## src/rtl/mem_port_arbiter_if.sv

```systemverilog
// Fetch/data request ports, memory-side strobes and stall outputs of the unified memory arbiter.
interface mem_port_arbiter_if #(
    parameter int ADDR_W = 32,
    parameter int DATA_W = 32
);
    logic              if_req;
    logic [ADDR_W-1:0] if_addr;
    logic [DATA_W-1:0] if_rdata;
    logic              if_ready;
    logic              dm_req;
    logic              dm_we;
    logic [ADDR_W-1:0] dm_addr;
    logic [DATA_W-1:0] dm_wdata;
    logic [DATA_W-1:0] dm_rdata;
    logic              dm_ready;
    logic              flush;
    logic              mem_en;
    logic              mem_we;
    logic [ADDR_W-1:0] mem_addr;
    logic [DATA_W-1:0] mem_wdata;
    logic [DATA_W-1:0] mem_rdata;
    logic              stall_if;
    logic              stall_dm;

    modport slave (
        input  if_req, if_addr, dm_req, dm_we, dm_addr, dm_wdata, flush, mem_rdata,
        output if_rdata, if_ready, dm_rdata, dm_ready,
        output mem_en, mem_we, mem_addr, mem_wdata, stall_if, stall_dm
    );

    modport master (
        output if_req, if_addr, dm_req, dm_we, dm_addr, dm_wdata, flush, mem_rdata,
        input  if_rdata, if_ready, dm_rdata, dm_ready,
        input  mem_en, mem_we, mem_addr, mem_wdata, stall_if, stall_dm
    );
endinterface

```

## src/rtl/mem_port_arbiter.sv

```systemverilog
// Arbitrates the single-ported unified memory between fetch and data ports (data first).
// Request -> mem_en next cycle -> ready pulse WAIT_CYCLES+1 cycles after the request; stall_* held until ready.
module mem_port_arbiter #(
    parameter int ADDR_W      = 32,
    parameter int DATA_W      = 32,
    parameter int WAIT_CYCLES = 2
) (
    input  logic              clk_i,
    input  logic              rst_ni,
    mem_port_arbiter_if.slave bus
);
    localparam int CNT_W = $clog2(WAIT_CYCLES + 1);
    localparam logic [CNT_W-1:0] CNT_LOAD = CNT_W'(WAIT_CYCLES - 1);

    typedef enum logic [1:0] {IDLE, BUSY, DONE} state_t;
    typedef enum logic {GNT_IF, GNT_DM} grant_t;

    state_t            state_q;
    grant_t            grant_q;
    logic              kill_q;
    logic              store_q;
    logic [CNT_W-1:0]  cnt_q;
    logic              mem_en_q;
    logic              mem_we_q;
    logic [ADDR_W-1:0] mem_addr_q;
    logic [DATA_W-1:0] mem_wdata_q;
    logic [DATA_W-1:0] if_rdata_q;
    logic [DATA_W-1:0] dm_rdata_q;
    logic              if_ready_q;
    logic              dm_ready_q;
    logic              dm_go;
    logic              if_go;

    // A ready pulse marks the port just served; its still-held request must not be granted again.
    // A killed fetch produced no pulse, so a fresh fetch may be granted straight out of DONE.
    always_comb begin
        dm_go = bus.dm_req & ~dm_ready_q;
        if_go = bus.if_req & ~bus.flush & ~if_ready_q;
    end

    always_ff @(posedge clk_i or negedge rst_ni) begin
        if (!rst_ni) begin
            state_q     <= IDLE;
            grant_q     <= GNT_IF;
            kill_q      <= 1'b0;
            store_q     <= 1'b0;
            cnt_q       <= '0;
            mem_en_q    <= 1'b0;
            mem_we_q    <= 1'b0;
            mem_addr_q  <= '0;
            mem_wdata_q <= '0;
            if_rdata_q  <= '0;
            dm_rdata_q  <= '0;
            if_ready_q  <= 1'b0;
            dm_ready_q  <= 1'b0;
        end else begin
            case (state_q)
                IDLE, DONE: begin
                    if_ready_q <= 1'b0;
                    dm_ready_q <= 1'b0;
                    kill_q     <= 1'b0;
                    if (dm_go) begin
                        grant_q     <= GNT_DM;
                        store_q     <= bus.dm_we;
                        mem_en_q    <= 1'b1;
                        mem_we_q    <= bus.dm_we;
                        mem_addr_q  <= bus.dm_addr;
                        mem_wdata_q <= bus.dm_wdata;
                        cnt_q       <= CNT_LOAD;
                        state_q     <= BUSY;
                    end else if (if_go) begin
                        grant_q    <= GNT_IF;
                        store_q    <= 1'b0;
                        mem_en_q   <= 1'b1;
                        mem_we_q   <= 1'b0;
                        mem_addr_q <= bus.if_addr;
                        cnt_q      <= CNT_LOAD;
                        state_q    <= BUSY;
                    end else begin
                        mem_en_q <= 1'b0;
                        mem_we_q <= 1'b0;
                        state_q  <= IDLE;
                    end
                end
                BUSY: begin
                    mem_en_q <= 1'b0;
                    mem_we_q <= 1'b0;
                    if (grant_q == GNT_IF && bus.flush) begin
                        kill_q <= 1'b1;
                    end
                    if (cnt_q == '0) begin
                        state_q <= DONE;
                        if (grant_q == GNT_IF) begin
                            if_rdata_q <= bus.mem_rdata;
                            if_ready_q <= ~(kill_q | bus.flush);
                        end else begin
                            dm_ready_q <= 1'b1;
                            if (!store_q) begin
                                dm_rdata_q <= bus.mem_rdata;
                            end
                        end
                    end else begin
                        cnt_q <= cnt_q - CNT_W'(1);
                    end
                end
                default: state_q <= IDLE;
            endcase
        end
    end

    assign bus.mem_en    = mem_en_q;
    assign bus.mem_we    = mem_we_q;
    assign bus.mem_addr  = mem_addr_q;
    assign bus.mem_wdata = mem_wdata_q;
    assign bus.if_rdata  = if_rdata_q;
    assign bus.dm_rdata  = dm_rdata_q;
    assign bus.if_ready  = if_ready_q;
    assign bus.dm_ready  = dm_ready_q;
    assign bus.stall_if  = bus.if_req & ~if_ready_q;
    assign bus.stall_dm  = bus.dm_req & ~dm_ready_q;
endmodule

```

## src/flat_wrapper.sv

```systemverilog
// flat-port wrapper written by rule: the top's interface ports become plain ports
module mem_port_arbiter_flat 
#(
    parameter int ADDR_W      = 32,
    parameter int DATA_W      = 32,
    parameter int WAIT_CYCLES = 2
)
  (clk_i, rst_ni, bus_if_req, bus_if_addr, bus_dm_req, bus_dm_we, bus_dm_addr, bus_dm_wdata, bus_flush, bus_mem_rdata, bus_if_rdata, bus_if_ready, bus_dm_rdata, bus_dm_ready, bus_mem_en, bus_mem_we, bus_mem_addr, bus_mem_wdata, bus_stall_if, bus_stall_dm);
  mem_port_arbiter_if #(.ADDR_W(ADDR_W), .DATA_W(DATA_W)) bus_i ();
  input  logic clk_i;
  input  logic rst_ni;
  input wire logic [$bits(bus_i.if_req)-1:0] bus_if_req;
  input wire logic [$bits(bus_i.if_addr)-1:0] bus_if_addr;
  input wire logic [$bits(bus_i.dm_req)-1:0] bus_dm_req;
  input wire logic [$bits(bus_i.dm_we)-1:0] bus_dm_we;
  input wire logic [$bits(bus_i.dm_addr)-1:0] bus_dm_addr;
  input wire logic [$bits(bus_i.dm_wdata)-1:0] bus_dm_wdata;
  input wire logic [$bits(bus_i.flush)-1:0] bus_flush;
  input wire logic [$bits(bus_i.mem_rdata)-1:0] bus_mem_rdata;
  output wire logic [$bits(bus_i.if_rdata)-1:0] bus_if_rdata;
  output wire logic [$bits(bus_i.if_ready)-1:0] bus_if_ready;
  output wire logic [$bits(bus_i.dm_rdata)-1:0] bus_dm_rdata;
  output wire logic [$bits(bus_i.dm_ready)-1:0] bus_dm_ready;
  output wire logic [$bits(bus_i.mem_en)-1:0] bus_mem_en;
  output wire logic [$bits(bus_i.mem_we)-1:0] bus_mem_we;
  output wire logic [$bits(bus_i.mem_addr)-1:0] bus_mem_addr;
  output wire logic [$bits(bus_i.mem_wdata)-1:0] bus_mem_wdata;
  output wire logic [$bits(bus_i.stall_if)-1:0] bus_stall_if;
  output wire logic [$bits(bus_i.stall_dm)-1:0] bus_stall_dm;
  assign bus_i.if_req = bus_if_req;
  assign bus_i.if_addr = bus_if_addr;
  assign bus_i.dm_req = bus_dm_req;
  assign bus_i.dm_we = bus_dm_we;
  assign bus_i.dm_addr = bus_dm_addr;
  assign bus_i.dm_wdata = bus_dm_wdata;
  assign bus_i.flush = bus_flush;
  assign bus_i.mem_rdata = bus_mem_rdata;
  assign bus_if_rdata = bus_i.if_rdata;
  assign bus_if_ready = bus_i.if_ready;
  assign bus_dm_rdata = bus_i.dm_rdata;
  assign bus_dm_ready = bus_i.dm_ready;
  assign bus_mem_en = bus_i.mem_en;
  assign bus_mem_we = bus_i.mem_we;
  assign bus_mem_addr = bus_i.mem_addr;
  assign bus_mem_wdata = bus_i.mem_wdata;
  assign bus_stall_if = bus_i.stall_if;
  assign bus_stall_dm = bus_i.stall_dm;
  mem_port_arbiter #(.ADDR_W(ADDR_W), .DATA_W(DATA_W), .WAIT_CYCLES(WAIT_CYCLES)) u_core (.clk_i(clk_i), .rst_ni(rst_ni), .bus(bus_i));
endmodule
```

## config.mk

```make
export PLATFORM = sky130hd
export DESIGN_NAME = mem_port_arbiter_flat
export DESIGN_NICKNAME = d
export VERILOG_FILES = /design/src/rtl/mem_port_arbiter_if.sv /design/src/rtl/mem_port_arbiter.sv /design/src/flat_wrapper.sv
export SDC_FILE = /design/constraint.sdc
export NUM_CORES = 1
export LEC_CHECK = 0
export CAP_MARGIN = 20
export CORE_UTILIZATION = 39
export CTS_BUF_LIST = sky130_fd_sc_hd__clkbuf_8
export DETAILED_ROUTE_END_ITERATION = 8
export GPL_TIMING_DRIVEN = 0
export HOLD_SLACK_MARGIN = 0.08
export PLACE_DENSITY = 0.85
export SYNTH_ARGS = -nofsm -noshare
export SYNTH_HDL_FRONTEND = slang
export SYNTH_SLANG_ARGS = --single-unit
```

## constraint.sdc

```tcl
create_clock -name clk_i -period 1.8 [get_ports clk_i]
set_input_delay 0.54 -clock clk_i [delete_from_list [all_inputs] [get_ports clk_i]]
set_output_delay 0.54 -clock clk_i [all_outputs]
set_load 0.02 [all_outputs]
```

* Word-level counts from Yosys, hierarchy flattened
Index checks and enable logic that the tools add are counted.
Widths: inputs -> output; s select.
** Storage, ports and cells
- Register bits :: 139
- Word-level logic and storage cells :: 73
- Output and inout port bits :: 134
- Bits of input ports :: 134
** Cells by class
- Add/sub/neg operators :: 1
- Reduce and logical (&&, ||, !) cells :: 14
- Equal/unequal tests :: 8
- Bitwise logic cells :: 11
- Muxes and demuxes :: 26
** Operator list (number)
- $mux 32 :: 2
- $mux 1 :: 12
- $reduce_and 3->1 :: 4
- $mux 2 :: 5
- $pmux 1 s2 :: 5
- $pmux 2 s2 :: 2
- $ne 2x1->1 const B :: 3
- $not 1->1 :: 6
- $reduce_and 2->1 :: 3
- $and 1x1->1 :: 4
- $logic_not 2->1 :: 2
- $ne 2x2->1 const B :: 2
- $reduce_and 4->1 :: 1
- $reduce_bool 2->1 :: 2
- $ne 3x2->1 const B :: 1
- $eq 2x1->1 const B :: 1
- $eq 2x2->1 const B :: 1
- $reduce_or 2->1 :: 1
- $sub 2x1->2 const B :: 1
- $logic_and 1x1->1 :: 1
- $or 1x1->1 :: 1

* Logic depth before layout (Yosys ltp)
Gate-level depths: netlist of the first run.
- Depth after elaboration :: 6
- Mapped depth :: 6
- Depth with buffers taken out :: 5

* Least setup slack after synthesis of the first run
Ideal clock, no wire load.
- Path type :: input to register
- From :: in bus_dm_req
- To :: reg u_core.mem_addr_q[10], in the netlist u_core.bus.mem_addr[10]
- Data required time :: 1.675 ns
- Library setup time :: 0.125 ns
- Path buffers :: 2
- Setup slack :: -0.043 ns
- Arrival :: 1.718 ns
- Stages on the path :: 5
- Cell sequence :: nand2b_1 -> buf_2 -> clkbuf_1 -> mux2_2 -> mux2_4
** On the way
- Longest elaborated chain between the ends :: 3
- Elaborated cells between the ends (all ways) :: 4
- Classes of those cells :: mux (1); bitwise (1); reduce/logical (2)
** RTL lines
- start, declared :: RTL line flat_wrapper.sv:14 : input wire logic [$bits(bus_i.dm_req)-1:0] bus_dm_req;
- $and 1x1->1 * :: RTL line mem_port_arbiter.sv:37 : dm_go = bus.dm_req & ~dm_ready_q;
- $reduce_bool 2->1 (no source line)
- $reduce_and 2->1 (no source line)
- end signal, assigned :: RTL line mem_port_arbiter.sv:67 : mem_addr_q <= bus.dm_addr;
- end signal, assigned :: RTL line mem_port_arbiter.sv:76 : mem_addr_q <= bus.if_addr;
- end, declared :: RTL line mem_port_arbiter.sv:25 : logic [ADDR_W-1:0] mem_addr_q;
Mark *: on every way between the ends. The rest lies on a longest branch, timed or not.
A chain may end at the register's enable or synchronous reset.

* Final worst setup path of the first run
- From :: reg u_core.state_q[0]
- To :: reg u_core.mem_addr_q[24], in the netlist u_core.bus.mem_addr[24]
** On the way
- Longest elaborated chain between the ends :: 3
- Elaborated cells between the ends (all ways) :: 4
- Classes of those cells :: eq/ne (1); reduce/logical (3)
** RTL lines
- start, declared :: RTL line mem_port_arbiter.sv:18 : state_t state_q;
- start signal, assigned :: RTL line mem_port_arbiter.sv:43 : state_q <= IDLE;
- start signal, assigned :: RTL line mem_port_arbiter.sv:70 : state_q <= BUSY;
- start signal, assigned :: RTL line mem_port_arbiter.sv:78 : state_q <= BUSY;
- $eq 2x2->1 / $logic_not 2->1 (equally long branches) :: RTL line mem_port_arbiter.sv:57 : case (state_q)
- $reduce_or 2->1 * :: RTL line mem_port_arbiter.sv:57
- $reduce_and 2->1 (no source line) *
Marked as above.

==> flow_summary.yaml, run 1 <==
hold_path:
  hold_path.class: "reg2reg"
  hold_depth: 1
  worstHoldEndpoint: "u_core.kill_q$_DFFE_PN0P_"
  hp-start: "u_core.kill_q$_DFFE_PN0P_"
synthesis:
  yosys_warnings: 0
  synth_seq_cells: 139
  syn-instance-count: 352
  syn_area_per_cell_um2: 16.37
  synth_cell_types: 32
  ys_seq_area_share_pct: 60.38
  synth_nets: 487
  synthesis.area_um2: 5761
route:
  viasPerCell: 4.789
  routed-via-count: 4166
  wirelength_um: 15430
  ant_nets: 0
  drtIter0Drc: 99
  route.detailed.wl_per_inst_um: 17.73
  drc: 0
  drt-pass1-iter-count: 4
clocking:
  tritoncts: "yes"
  cts-root-buf: "clkbuf_8"
  cts_sinks: 139
  htree_num_levels: 4
  ctsLongestPathBuffers: 2
  insertion_delay_ps: 430
  path_clk_slew_ps: 70
  cts_buffers: 17
cells_and_area:
  drive_above_1_share_pct: 37.03
  fin_nets: 810
  antenna_cells: 0
  area_delta_synth_final_pct: 66.31
die:
  rows: 44
  core_um2: 14480
  initial_core_util_pct: 39.79
  die_y_um: 123.5
  die_x_um: 123.5
  die_area_um2: 15260
  io_pins: 268
timing:
  fin_setup_tns_ps: -1074
  finalCriticalPeriod_ps: 1885
  hold_viol: 0
  hold_slack_ps: 485.4
  max-slew-margin-rel_pct: 66.35
  fin_skew_ps: 10.39
  setup_viol: 17
  fmax_mhz: 530.4
  post-route-period-util_pct: 104.7
  finalWorstSetupSlack_ps: -85.42
  tightest_slew_ps: 504.8
  final-max-slew-violation-count: 0
  rsz0062_at_grt: "yes"
worst_setup_path:
  reg2reg_depth: 6
  r2r-end: "u_core.bus.mem_addr[24]$_DFFE_PN0P_"
  critical_path.max_fanout: 6
  setup.worst_path.end_class: "register"
  crit_path_start_kind: "register"
  critical_path_class: "reg2reg"
  arrival_ps: 2200
  reg2reg_from: "u_core.state_q[0]$_DFFE_PN0N_"
  reg2reg_slack_ps: -90
  cp.required_ps: 2120
outcome:
  status: "finished, violations left"
  violations: "setup timing"
pwr:
  power.static_leakage_nw: 4.432
  power_density_nw_per_um2: 1724
  p_total_w: 0.01652
  max-vdd-ir-drop_uv: 930.4
global_route:
  grt_max_degree: 87
  grt_antenna_before_repair: 0
  grt.overflow.total: 0
  grt_pass1_vias: 4539
  grt_pass1_wl_um: 22870
  track_usage_pct: 20.24
placement:
  gp_congestion: 0.7070
  dp_hpwl_um: 10790
  dp_worst_setup_slack_ps: -875.2
  portBuffers: 267
flow_run:
  maxCapViolCount: 0
[area by class of cell]
type / instances / area [µm²]
Buffer: 14 / 176.4
Clock buffer: 19 / 261.5
Clock inverter: 11 / 83.83
Fill cell: 1074 / 4898
Inverter: 5 / 18.77
Multi-Input combinational cell: 190 / 2280
Sequential cell: 139 / 3478
Tap cell: 184 / 230.2
Timing Repair Buffer: 308 / 3052
[worst max path at each step]
stage,startpoint,endpoint,slack (ps),cells after the start
6_report,u_core.state_q[0]$_DFFE_PN0N_,u_core.bus.mem_addr[24]$_DFFE_PN0P_,-90,6
5_1_grt,u_core.bus.dm_ready$_DFFE_PN0P_,bus_stall_dm,-160,5
4_1_cts,u_core.bus.dm_ready$_DFFE_PN0P_,bus_stall_dm,-170,5
3_5_place_dp,bus_dm_req,bus_stall_dm,-880,6
3_3_place_gp,rst_ni,u_core.bus.dm_rdata[24]$_DFFE_PN0P_,-4950,1
2_1_floorplan,bus_flush,u_core.bus.mem_addr[10]$_DFFE_PN0P_,-10,4
[per-layer routing]
metal | up-vias | wire length (µm) | global-route usage, %
li1 | 1897 | - | -
met1 | 2062 | 5851 | 21.79
met3 | 32 | 1282 | 7.934
met5 | - | 0 | 0
met4 | 0 | 391 | 8.660
met2 | 175 | 7903 | 35.16
[placed cells by master, fill, tap and decap left out, types with 6 or more instances in the layout]
cell               n
buf_6             10
clkdlybuf4s50_1  129
mux2_4            61
dfrtp_1          139
buf_8              6
buf_16             6
dlygate4sd2_1    134
buf_12             7
clkbuf_8          21
inv_1              6
mux2_2            99
buf_4             25
[state kept, by name, indices dropped and copies added, names as in the netlist, 2 cells and up]
register,count
u_core.bus.dm_rdata,32
u_core.bus.if_rdata,32
u_core.bus.mem_addr,32
u_core.bus.mem_wdata,32
u_core.cnt_q,2
u_core.state_q,2
[timing repair]
action,4_1_cts,5_1_grt
gates cloned,7,1
endpoints found under the setup margin,224,126
pin swaps,6,4
hold buffers,1,0
gates resized for setup,216,23
endpoints found under the hold margin,53,0
buffers inserted,27,6
[report_power, final]
part	total [W]	leakage [nW]	switching [W]	internal [W]
registers	0.00553	1.66	0.000835	0.00470
clock network	0.00225	0.188	0.00113	0.00112
logic	0.00874	2.58	0.00411	0.00463
total	0.0165	4.43	0.00608	0.0104
[metrics by stage]
stage / util (%) / instance area, µm² / instances
after floorplan: - / 5764 / 352
after global placement: 59.86 / 8667 / 803
after detailed placement: 60.06 / 8696 / 804
after CTS: 65.70 / 9513 / 867
after global routing: 66.17 / 9580 / 870
final: 66.17 / 9580 / 870
[critical path: stages (launching register included)]
cell,delay [ps]
dfrtp_1,420
or4b_4,570
o21ai_4,90
buf_12,150
buf_12,110
buf_8,110
mux2_4,300
[synth_stat cells]
cell        n  area, µm²
clkbuf_1    2      7.510
nand2_1     3      11.26
and2_1      1      6.260
o22ai_1     1      6.260
o21ai_0     1      5.000
buf_1       1      3.750
nor2b_1     2      12.51
mux2_2    127       1430
nand3b_1    1      7.510
buf_2      11      55.05
a21o_1      1      7.510
dfrtp_1   139       3478
ha_1        1      12.51
or4_1       1      7.510
o21ai_4     1      16.27
nand3_1     1      5.000
nor3b_1     2      15.01
buf_12      3      60.06
o21a_1      2      15.01
a22o_1      1      8.760
a32o_1      1      10.01
nor3_2      1      10.01
buf_6       1      11.26
mux2_1      4      45.04
nand2b_1    2      12.51
a21oi_1     1      5.000
a21boi_0    1      7.510
mux2_4     29      435.4
inv_1       5      18.77
or4b_4      1      13.76
or3b_2      1      8.760
nor2_1      3      11.26
[kinds of logic (layout without fill, tap and decap cells)]
logic type,count (synthesis),in the layout,synth area share [%]
AOI/OAI and AO/OA,10,10,1.412
DFF,139,139,60.38
muxes,160,160,33.17
buffers and inverters,23,357,2.715
adders and majority gates,1,1,0.2172
and+or+nand+nor,19,19,2.107
(Power assumes the default switching activity.)
==> run 2, diff against run 1 <==
==> constraint.sdc (replaced) <==
create_clock -name clk_i -period 1.8 [get_ports clk_i]
set_input_delay 0.54 -clock clk_i [delete_from_list [all_inputs] [get_ports clk_i]]
set_output_delay 0.54 -clock clk_i [all_outputs]
set_load 0.01 [all_outputs]
==> flow_summary.yaml, run 2 (synthesized netlist as in run 1, its figures left out) <==
route:
  drc: 0
  routed-via-count: 4195
  wirelength_um: 15780
  viasPerCell: 4.827
  route.detailed.wl_per_inst_um: 18.16
  ant_nets: 0
  drtIter0Drc: 98
  drt-pass1-iter-count: 5
timing:
  tightest_slew_ps: 508.7
  max-slew-margin-rel_pct: 66.08
  rsz0062_at_grt: "yes"
  setup_viol: 31
  fmax_mhz: 542.4
  finalCriticalPeriod_ps: 1844
  finalWorstSetupSlack_ps: -43.59
  hold_slack_ps: 480.5
  final-max-slew-violation-count: 0
  hold_viol: 0
  fin_skew_ps: 10.80
  post-route-period-util_pct: 102.4
worst_setup_path:
  critical_path.max_fanout: 10
  crit_path_cell_trace: "buf_6 > or4b_4 > o21ai_4 > buf_8 > mux2_4"
  critPathMaxStageDelay_ps: 550
  setup.worst_path.end_class: "register"
  critPathSlowestCell: "or4b_4"
  cp.depth: 5
  reg2reg_depth: 5
  arrival_ps: 2160
  cp.required_ps: 2120
  crit_path_start_kind: "register"
  critical_path_class: "reg2reg"
  critPathBufInv: 2
  critical_path.top_delay_family: "simple AND/OR/NAND/NOR gates"
pwr:
  power_density_nw_per_um2: 1604
  power.static_leakage_nw: 4.455
  p_sw_w: 0.004936
  p_clk_share_pct: 14.7
  switching_share_pct: 32.22
  max-vdd-ir-drop_uv: 795.7
  p_int_w: 0.01038
  comb_power_share_pct: 49.1
  seqPwrFrac_pct: 36.3
placement:
  post-place-cells: 804
  gp_congestion: 0.7070
  portBuffers: 267
  dp_worst_setup_slack_ps: -813.1
  dp_hpwl_um: 10790
clocking:
  insertion_delay_ps: 430
  tritoncts: "yes"
  path_clk_slew_ps: 70
  cts_buffers: 17
  cts-root-buf: "clkbuf_8"
  htree_num_levels: 4
  ctsLongestPathBuffers: 2
  cts_sinks: 139
global_route:
  track_usage_pct: 19.88
  grt_pass1_wl_um: 22400
  grt.overflow.total: 0
  grt_pass1_vias: 4440
  grt_max_degree: 87
  grt_antenna_before_repair: 0
cells_and_area:
  mostFrequentLayoutCells: "dfrtp_1 (139), dlygate4sd2_1 (134), clkdlybuf4s50_1 (129)"
  multiInputGateArea_um2: 2362
  fillers: 1079
  final-seq-area_um2: 3478
  fin_cells: 869
  antenna_cells: 0
  layout_commonest_cell: "dfrtp_1"
  drive_above_1_share_pct: 36.79
  fin_nets: 809
  area_delta_synth_final_pct: 65.77
die:
  io_pins: 268
  rows: 44
  initial_core_util_pct: 39.79
  die_y_um: 123.5
  die_area_um2: 15260
  die_x_um: 123.5
  core_um2: 14480
hold_path:
  hold_path.class: "reg2reg"
  hold_depth: 1
outcome:
  status: "finished, violations left"
  violations: "setup timing"
flow_run:
  maxCapViolCount: 0
## run 2: cell types whose count changed in the layout (fill, tap and decap cells not counted), sizes merged
cell | before | now
buf | 54 | 49
clkbuf | 23 | 27
## run 2: stage by stage
stage	area [µm²]	TNS (ps)	utilization, %	power [W]
floorplan	5764	-394.0	-	0.009007
global route	9549	-3712	65.95	0.01620
detailed placement	8696	-43890	60.06	0.01313
CTS	9321	-2595	64.38	0.01500
finish	9549	-652.6	65.95	0.01532
global placement	8667	-728510	59.86	0.01280
## run 2: layout make-up
| type | instances | area share, % |
|---|---|---|
| Inverter | 5 | 0.1965 |
| Timing Repair Buffer | 308 | 31.20 |
| Clock buffer | 19 | 2.738 |
| Clock inverter | 11 | 0.8779 |
| Buffer | 13 | 1.415 |
| Multi-Input combinational cell | 190 | 24.74 |
| Tap cell | 184 | 2.411 |
| Sequential cell | 139 | 36.43 |
## run 2: worst reg2reg max path, delay by kind of cell, from the launching register on
family	cells	cell delay [ps]
multiplexers	1	320
buffers and inverters	2	340
AO/OA/AOI/OAI	1	150
AND/OR/NAND/NOR	1	550
flip-flops	1	380
## run 2: repair_timing
action                                  in CTS  in global routing
endpoints found under the setup margin     224                121
cloned                                       4                  4
setup buffers                               25                 10
endpoints found under the hold margin       53                  0
hold buffers                                 1                  0
resized for setup                          202                 55
pin swaps                                    2                  4
## run 2: path summary, 6_finish.rpt
path | startpoint | end | slack [ps]
worst min-delay path | u_core.bus.dm_rdata[22]$_DFFE_PN0P_ | u_core.bus.dm_rdata[22]$_DFFE_PN0P_ | 480
worst max register to register | u_core.state_q[0]$_DFFE_PN0N_ | u_core.bus.mem_addr[27]$_DFFE_PN0P_ | -40
worst min register to register | u_core.bus.dm_rdata[22]$_DFFE_PN0P_ | u_core.bus.dm_rdata[22]$_DFFE_PN0P_ | 480
min in group asynchronous | rst_ni | u_core.bus.mem_addr[12]$_DFFE_PN0P_ | 610
worst max-delay path | u_core.state_q[0]$_DFFE_PN0N_ | u_core.bus.mem_addr[27]$_DFFE_PN0P_ | -40
max in group asynchronous | rst_ni | u_core.bus.if_rdata[25]$_DFFE_PN0P_ | 370
## run 2: routing by layer
metal | global-route usage [%] | wire length, µm | share of wire, % | up-vias
met5 | 0 | 0 | 0 | -
met4 | 7.982 | 288 | 1.8 | 0
met3 | 7.334 | 1226 | 7.8 | 25
met2 | 34.71 | 8131 | 52 | 175
met1 | 21.77 | 6133 | 39 | 2105
li1 | - | - | - | 1890
## run 2: power by group through the flow
stage / Clock (W) / Sequential [W] / Combinational, W
3_5_place_dp: 0 / 0.00561 / 0.00752
2_1_floorplan: 0 / 0.00621 / 0.00279
6_report: 0.00225 / 0.00555 / 0.00752
5_1_grt: 0.00245 / 0.00574 / 0.00801
3_3_place_gp: 0 / 0.00550 / 0.00730
4_1_cts: 0.00232 / 0.00552 / 0.00716
